## src/rtl/fault_pkg.sv

```systemverilog
// Shared fault-tracking types: cause codes, default widths, saturating counter helper.
// Latency: none (types and constants only).
// Backpressure: not applicable.
package fault_pkg;

  localparam int DEFAULT_CAUSEW = 3;
  localparam int MIN_DEPTH      = 2;
  localparam int MAX_DEPTH      = 8;

  // Cause codes as presented by the MMU alongside fault_valid.
  typedef enum logic [DEFAULT_CAUSEW-1:0] {
    FC_NONE   = 3'd0,
    FC_UNDEF  = 3'd1,
    FC_PABORT = 3'd2,
    FC_DABORT = 3'd3,
    FC_SWI    = 3'd4
  } fault_cause_t;

  // Event counters stick at all-ones instead of wrapping.
  function automatic logic [15:0] sat_inc16(input logic [15:0] v);
    return (v == 16'hFFFF) ? v : v + 16'd1;
  endfunction

endpackage

```

## src/rtl/fault_tracker_if.sv

```systemverilog
// Bundle between pipeline control/MMU and the fault tracker.
// Latency: none (wiring only).
// Backpressure: per-stage Stall/Flush vectors travel here; outputs are tracker status.
interface fault_tracker_if #(
  parameter int DEPTH  = 2,
  parameter int CAUSEW = 3,
  parameter int ADDRW  = 32
);

  logic              fault_valid;
  logic [CAUSEW-1:0] fault_cause;
  logic [ADDRW-1:0]  fault_addr;
  logic [DEPTH-1:0]  Stall;
  logic [DEPTH-1:0]  Flush;

  logic              FaultTake;
  logic [CAUSEW-1:0] TakeCause;
  logic [ADDRW-1:0]  TakeAddr;
  logic              FaultSquashed;
  logic [DEPTH-1:0]  StageValid;

  // Pipeline/MMU side: drives fault capture and stage control, observes status.
  modport master (
    output fault_valid, fault_cause, fault_addr, Stall, Flush,
    input  FaultTake, TakeCause, TakeAddr, FaultSquashed, StageValid
  );

  // Tracker side.
  modport slave (
    input  fault_valid, fault_cause, fault_addr, Stall, Flush,
    output FaultTake, TakeCause, TakeAddr, FaultSquashed, StageValid
  );

endinterface

```

## src/rtl/fault_stage.sv

```systemverilog
// One pipeline slot holding {valid, cause, addr} for a possible faulting instruction.
// Latency: one cycle from in_* to valid/cause/addr.
// Backpressure: kill beats hold, hold beats bubble, bubble beats load.
module fault_stage #(
  parameter int CAUSEW = 3,
  parameter int ADDRW  = 32
) (
  input  logic              clk,
  input  logic              reset_n,
  input  logic              kill,
  input  logic              hold,
  input  logic              bubble,
  input  logic              in_valid,
  input  logic [CAUSEW-1:0] in_cause,
  input  logic [ADDRW-1:0]  in_addr,
  output logic              valid,
  output logic [CAUSEW-1:0] cause,
  output logic [ADDRW-1:0]  addr
);

  // Slot update; any entry that is not a live fault carries zero cause/addr
  // so downstream outputs never expose stale payload.
  always_ff @(posedge clk or negedge reset_n) begin
    if (!reset_n) begin
      valid <= 1'b0;
      cause <= '0;
      addr  <= '0;
    end else if (kill) begin
      valid <= 1'b0;
      cause <= '0;
      addr  <= '0;
    end else if (hold) begin
      valid <= valid;
      cause <= cause;
      addr  <= addr;
    end else if (bubble) begin
      valid <= 1'b0;
      cause <= '0;
      addr  <= '0;
    end else begin
      valid <= in_valid;
      cause <= in_valid ? in_cause : '0;
      addr  <= in_valid ? in_addr  : '0;
    end
  end

endmodule

```

## src/rtl/fault_tracker.sv

```systemverilog
// Tracks MMU faults down a DEPTH-stage pipeline to the take stage; optional counters under FAULT_TRACKER_STATS_EN.
// Latency: DEPTH-1 cycles from stage-0 capture to FaultTake, plus one per stalled cycle; Take* outputs are registered.
// Backpressure: Stall holds a stage and bubbles the next; Flush kills its stage and all younger ones, reported on FaultSquashed.
module fault_tracker
  import fault_pkg::*;
#(
  parameter int DEPTH  = 2,
  parameter int CAUSEW = DEFAULT_CAUSEW,
  parameter int ADDRW  = 32
) (
  input  logic               clk,
  input  logic               reset_n,
  fault_tracker_if.slave     bus
`ifdef FAULT_TRACKER_STATS_EN
  ,
  output logic [15:0]        SquashCount,
  output logic [15:0]        TakeCount
`endif
);

  logic [DEPTH-1:0]  kill;
  logic [DEPTH-1:0]  stage_valid;
  logic [CAUSEW-1:0] stage_cause [DEPTH];
  logic [ADDRW-1:0]  stage_addr  [DEPTH];

  // A flush at stage j kills stage j and every younger (lower-index) stage.
  for (genvar k = 0; k < DEPTH; k++) begin : g_kill
    assign kill[k] = |bus.Flush[DEPTH-1:k];
  end

  // Stage 0 captures from the MMU; later stages shift from their predecessor,
  // taking a bubble when the predecessor is stalled.
  for (genvar g = 0; g < DEPTH; g++) begin : g_stage
    logic              in_valid;
    logic [CAUSEW-1:0] in_cause;
    logic [ADDRW-1:0]  in_addr;
    logic              bubble;

    if (g == 0) begin : g_head
      assign in_valid = bus.fault_valid;
      assign in_cause = bus.fault_cause;
      assign in_addr  = bus.fault_addr;
      assign bubble   = 1'b0;
    end else begin : g_body
      assign in_valid = stage_valid[g-1];
      assign in_cause = stage_cause[g-1];
      assign in_addr  = stage_addr[g-1];
      assign bubble   = bus.Stall[g-1];
    end

    fault_stage #(
      .CAUSEW (CAUSEW),
      .ADDRW  (ADDRW)
    ) u_stage (
      .clk      (clk),
      .reset_n  (reset_n),
      .kill     (kill[g]),
      .hold     (bus.Stall[g]),
      .bubble   (bubble),
      .in_valid (in_valid),
      .in_cause (in_cause),
      .in_addr  (in_addr),
      .valid    (stage_valid[g]),
      .cause    (stage_cause[g]),
      .addr     (stage_addr[g])
    );
  end

  // Take-stage outputs come straight from flops; only FaultSquashed sees Flush
  // combinationally. An incoming fault never counts as squashed since it is
  // not yet in any stage.
  assign bus.FaultTake     = stage_valid[DEPTH-1];
  assign bus.TakeCause     = stage_cause[DEPTH-1];
  assign bus.TakeAddr      = stage_addr[DEPTH-1];
  assign bus.StageValid    = stage_valid;
  assign bus.FaultSquashed = |(stage_valid & kill);

`ifdef FAULT_TRACKER_STATS_EN
  logic squash_evt;
  logic take_evt;

  assign squash_evt = |(stage_valid & kill);
  assign take_evt   = stage_valid[DEPTH-1] & ~bus.Stall[DEPTH-1] & ~bus.Flush[DEPTH-1];

  // One count per squash cycle however many entries die; one per retired take.
  always_ff @(posedge clk or negedge reset_n) begin
    if (!reset_n) begin
      SquashCount <= '0;
      TakeCount   <= '0;
    end else begin
      if (squash_evt) SquashCount <= sat_inc16(SquashCount);
      if (take_evt)   TakeCount   <= sat_inc16(TakeCount);
    end
  end
`endif

endmodule

```

## src/flat_wrapper.sv

```systemverilog
// flat-port wrapper written by rule: the top's interface ports become plain ports
module fault_tracker_flat import fault_pkg::*;
#(
  parameter int DEPTH  = 2,
  parameter int CAUSEW = DEFAULT_CAUSEW,
  parameter int ADDRW  = 32
)
  (clk, reset_n, bus_fault_valid, bus_fault_cause, bus_fault_addr, bus_Stall, bus_Flush, bus_FaultTake, bus_TakeCause, bus_TakeAddr, bus_FaultSquashed, bus_StageValid);
  fault_tracker_if #(.DEPTH(DEPTH), .CAUSEW(CAUSEW), .ADDRW(ADDRW)) bus_i ();
  input  logic clk;
  input  logic reset_n;
  input wire logic [$bits(bus_i.fault_valid)-1:0] bus_fault_valid;
  input wire logic [$bits(bus_i.fault_cause)-1:0] bus_fault_cause;
  input wire logic [$bits(bus_i.fault_addr)-1:0] bus_fault_addr;
  input wire logic [$bits(bus_i.Stall)-1:0] bus_Stall;
  input wire logic [$bits(bus_i.Flush)-1:0] bus_Flush;
  output wire logic [$bits(bus_i.FaultTake)-1:0] bus_FaultTake;
  output wire logic [$bits(bus_i.TakeCause)-1:0] bus_TakeCause;
  output wire logic [$bits(bus_i.TakeAddr)-1:0] bus_TakeAddr;
  output wire logic [$bits(bus_i.FaultSquashed)-1:0] bus_FaultSquashed;
  output wire logic [$bits(bus_i.StageValid)-1:0] bus_StageValid;
  assign bus_i.fault_valid = bus_fault_valid;
  assign bus_i.fault_cause = bus_fault_cause;
  assign bus_i.fault_addr = bus_fault_addr;
  assign bus_i.Stall = bus_Stall;
  assign bus_i.Flush = bus_Flush;
  assign bus_FaultTake = bus_i.FaultTake;
  assign bus_TakeCause = bus_i.TakeCause;
  assign bus_TakeAddr = bus_i.TakeAddr;
  assign bus_FaultSquashed = bus_i.FaultSquashed;
  assign bus_StageValid = bus_i.StageValid;
  fault_tracker #(.DEPTH(DEPTH), .CAUSEW(CAUSEW), .ADDRW(ADDRW)) u_core (.clk(clk), .reset_n(reset_n), .bus(bus_i));
endmodule
```

## config.mk

```make
export PLATFORM = sky130hd
export DESIGN_NAME = fault_tracker_flat
export DESIGN_NICKNAME = d
export VERILOG_FILES = /design/src/rtl/fault_pkg.sv /design/src/rtl/fault_tracker_if.sv /design/src/rtl/fault_stage.sv /design/src/rtl/fault_tracker.sv /design/src/flat_wrapper.sv
export SDC_FILE = /design/constraint.sdc
export NUM_CORES = 1
export LEC_CHECK = 0
export BUFFER_PORTS_ARGS = -buffer_cell sky130_fd_sc_hd__buf_2
export CORE_MARGIN = 1
export CORE_UTILIZATION = 36
export CTS_CLUSTER_DIAMETER = 100
export DETAILED_ROUTE_END_ITERATION = 10
export GPL_ROUTABILITY_DRIVEN = 0
export SLEW_MARGIN = 5
export SYNTH_ARGS = -nofsm -noshare
export SYNTH_HDL_FRONTEND = slang
export SYNTH_HIERARCHICAL = 1
export SYNTH_SLANG_ARGS = --single-unit
```

## constraint.sdc

```tcl
create_clock -name clk -period 1.42 [get_ports clk]
set_clock_uncertainty 0.15 [all_clocks]
set_input_delay 0.213 -clock clk [delete_from_list [all_inputs] [get_ports clk]]
set_output_delay 0.213 -clock clk [all_outputs]
set_load 0.02 [all_outputs]
```

After elaboration in Yosys (flattened, before gate mapping)
Index checks and enable logic that the tools add are counted.

storage, ports and cells
  register bits = 72
  bits of input ports = 42

operators by class
  equality and inequality tests = 2
  multiplexer cells = 19
  bitwise operators = 1
  reduce and logical (&&, ||, !) cells = 2

operators with widths
  cell                count
  $mux 32             7
  $mux 3              7
  $mux 1              5
  $ne 2x1->1 const B  2
  $reduce_or 2->1     2
  $and 2x2->2         1

Depth between registers and ports, before layout
  word-level depth = 4
  mapped depth = 5
  gate-level depth less buffers = 2

Hierarchy
The synthesis kept the hierarchy.

by module, submodules not included
  module         instances  cells an instance  area an instance (sq um)
  fault_stage    2          162                1707.9
  fault_tracker  1          7                  37.5

Least setup slack after synthesis
No wires, ideal clock.

  path kind = register -> register
  start point = register u_core.g_stage[0].u_stage.valid
  end point = register u_core.g_stage[1].u_stage.valid
  library setup time = 0.074 ns
  data arrival time = 1.140 ns
  setup slack = 0.056 ns
  stages on the path, launching flop included = 4
  buffers on the path = 1
  cell sequence = dfrtp_1 > buf_6 > or3b_1 > a21oi_2

between the ends
  cells in the longest elaborated chain, start to end = 3

RTL lines
  element                 RTL line           text
  start, declared         fault_stage.sv:16  output logic valid,
  start signal, assigned  fault_stage.sv:33  valid <= valid;
  start signal, assigned  fault_stage.sv:41  valid <= in_valid;
  $mux 1                  fault_stage.sv:36  end else if (bubble) begin
  $mux 1                  fault_stage.sv:32  end else if (hold) begin
  $mux 1                  fault_stage.sv:28  end else if (kill) begin
  end signal, assigned    fault_stage.sv:33
  end signal, assigned    fault_stage.sv:41
  end, declared           fault_stage.sv:16

No other way between the ends. The select of a mux whose other input is x is not followed.
A chain may end at the register's enable or synchronous reset.

Worst setup path in the final report
  start point = register u_core.g_stage[0].u_stage.valid
  end point = output port bus_FaultSquashed

between the ends
  cells in the longest elaborated chain, start to end = 2

RTL lines
  element          RTL line             text
  $and 2x2->2      fault_tracker.sv:76  assign bus.FaultSquashed = |(stage_valid & kill);
  $reduce_or 2->1  fault_tracker.sv:76
  end, declared    flat_wrapper.sv:20   output wire logic [$bits(bus_i.FaultSquashed)-1:0] bus_FaultSquashed;

No other way between the ends.

==> results.cfg <==
[synth]
ys_types = 14
synth_area_um2 = 3450
synth.area.mux_share = 0
synthXorXnorAreaFrac = 0
synth_top_area_share = 0.522
synthAdderAreaFrac = 0
yosys_register_bits = 72
synth_area_leaders = dfrtp_1 52%, nand4bb_1 23%, a21oi_1 10%
yosysSeqAreaShare = 0.522
yosys.area_share.simple = 0.316
avgSynthCellArea_um2 = 10.4
syn_inst = 331
synth-compound-area-share = 0.108
synth.largest_area_cell = dfrtp_1
yosys_warnings = 6
synth_top_family_by_area = simple AND/OR/NAND/NOR gates

[global_routing]
grt-ovfl-total = 0
antenna_found_initial = 0
grt_max_degree = 58
grt_pass1_vias = 2666
grt_pass1_wl_mm = 13.2
grt_usage = 0.170

[clock_tree]
numCtsBuffers = 9
clk_pin_slew_ps = 70
clock-sinks = 72
clk_path_buf_depth = 2
cts_root_buf = clkbuf_8
tritoncts = yes
clock_latency_ps = 340
htree_levels = 3

[floorplan]
initial_utilization = 0.372
rows = 35
dieArea_um2 = 9990
num_io_pins = 81
die_y_um = 99.9
die_x_um = 99.9
core-area_um2 = 9280

[flow_run]
cap_violations = 0

[worst_setup_path]
critPathKind = reg -> out
reg2reg_depth = 2
cp_max_fo = 6
slowest_stage = dfrtp_2
crit_path_end_kind = output pin
critPathArrivalTime_ps = 1110
reg2reg_slack_ps = 280
required_ps = 1060
critical_path.max_stage_delay_ps = 440
critical_path.cell_chain = a21oi_2, nor2_2, buf_6
r2r_end = u_core/g_stage[1].u_stage/valid
start_kind = register
reg2reg_from = u_core/g_stage[0].u_stage/valid

[routing]
dr_wl_met3_um = 382
viasPerCell = 4.95
met2_length_mm = 3.67
antenna_left = 0
drt-initial-drc-count = 109
wl_met1_mm = 3.86
vias = 2809
drc = 0
wl_per_cell_um = 14.2
drt-total-wl_mm = 8.04
highest_layer = met4
first_pass_iters = 4

[placement]
dp_hpwl_mm = 5.32
port_buffers = 80
preCtsSetupSlack_ps = 198
place_area_um2 = 4050

[power_and_ir_drop]
power.density_nw_per_um2 = 906
p_leak_nw = 1.94
peakVddDrop_uv = 445

[worst_hold_path]
worstHoldStart = bus_fault_addr[5]
hold_end = u_core/g_stage[0].u_stage/addr[5]
whs_path_depth = 3
hold_path_class = in -> reg

[sta]
maxSlewViolCount = 0
finalCritPeriodShare = 1.04
hold_viol = 0
report.final.setup_viol = 2
rsz0062_at_grt = true
fmax_ghz = 0.680
fin_ws_ps = -49.9
post-route-min-period_ps = 1470

[layout]
diodes = 0
utilization = 0.486
fin_area_um2 = 4510
final_common_cell = buf_2
final_cell_mix = 76 x buf_2, 72 x nand2_1, 71 x dfrtp_1, 70 x nand4bb_1, 70 x a21oi_1
final_nets = 476
layout-drive-gt1-share = 0.272
syn_to_final_growth_pct = 30.6

[status]
violations = setup timing
status = finished, violations left
-- kinds of logic after synthesis --
logic type      Yosys count
compound gates           73
buf+inv                  38
flops                    72
other cells               1
simple gates            147
-- cells in the mapped netlist (all sizes together) --
cell type / count
nand4bb: 70
or2: 1
a21oi: 73
nor2: 2
dfrtp: 72
nand2: 72
or3b: 2
buf: 18
clkbuf: 20
conb: 1
-- metrics by stage --
stage	power [mW]	setup TNS, ps	hold WS (ps)	std cells
6_report	4.09	-81.6	8.72	567
5_1_grt	4.27	-195	12.4	567
4_1_cts	4.14	-243	0.876	566
3_5_place_dp	2.49	0	6.77	528
3_3_place_gp	2.48	0	0.785	528
2_1_floorplan	2.31	0	-233	339
-- timing repair --
item / 4_1_cts / 5_1_grt
hold buffers: 23 / 0
buffers inserted: 0 / 1
setup endpoints to repair: 2 / 2
pin swaps: 0 / 2
gates resized for setup: 4 / 6
cloned: 0 / 0
endpoints found under the hold margin: 94 / 0
-- sequential cells by signal, summed over array words and instances (netlist names) --
signal                        flops
u_core/g_stage.u_stage/valid      2
u_core/g_stage.u_stage/addr      64
u_core/g_stage.u_stage/cause      6
-- routing by layer --
metal  vias up  track usage
li1       1383            -
met1      1346        0.235
met2        68        0.258
met3        12       0.0369
met4         0       0.0690
met5         -            0
-- power by group --
part	switching (mW)	internal (mW)	total [mW]
combinational	0.220	0.211	0.431
clock	0.743	0.846	1.59
sequential	0.00746	2.06	2.07
total	0.970	3.12	4.09
-- worst max-delay path: cells and delay by family, from the launching register on --
family | cells | cell delay (ps)
compound gates | 1 | 140
buf+inv | 1 | 130
flops | 1 | 440
simple gates | 1 | 70
-- how the worst max path moves through the flow --
stage | to | startpoint
6_report | bus_FaultSquashed | u_core/g_stage[0].u_stage/valid
5_1_grt | bus_FaultSquashed | u_core/g_stage[0].u_stage/valid
4_1_cts | bus_FaultSquashed | u_core/g_stage[0].u_stage/valid
3_5_place_dp | bus_StageValid[0] | u_core/g_stage[0].u_stage/valid
3_3_place_gp | bus_StageValid[0] | u_core/g_stage[0].u_stage/valid
2_1_floorplan | u_core/g_stage[1].u_stage/valid | u_core/g_stage[0].u_stage/valid
-- layout make-up --
class,instances,area [um^2]
Fill cell,887,4770
Sequential cell,72,1800
Clock inverter,5,57.6
Timing Repair Buffer,122,848
Clock buffer,10,138
Multi-Input combinational cell,229,1500
Tap cell,129,161
(Power assumes the default switching activity.)
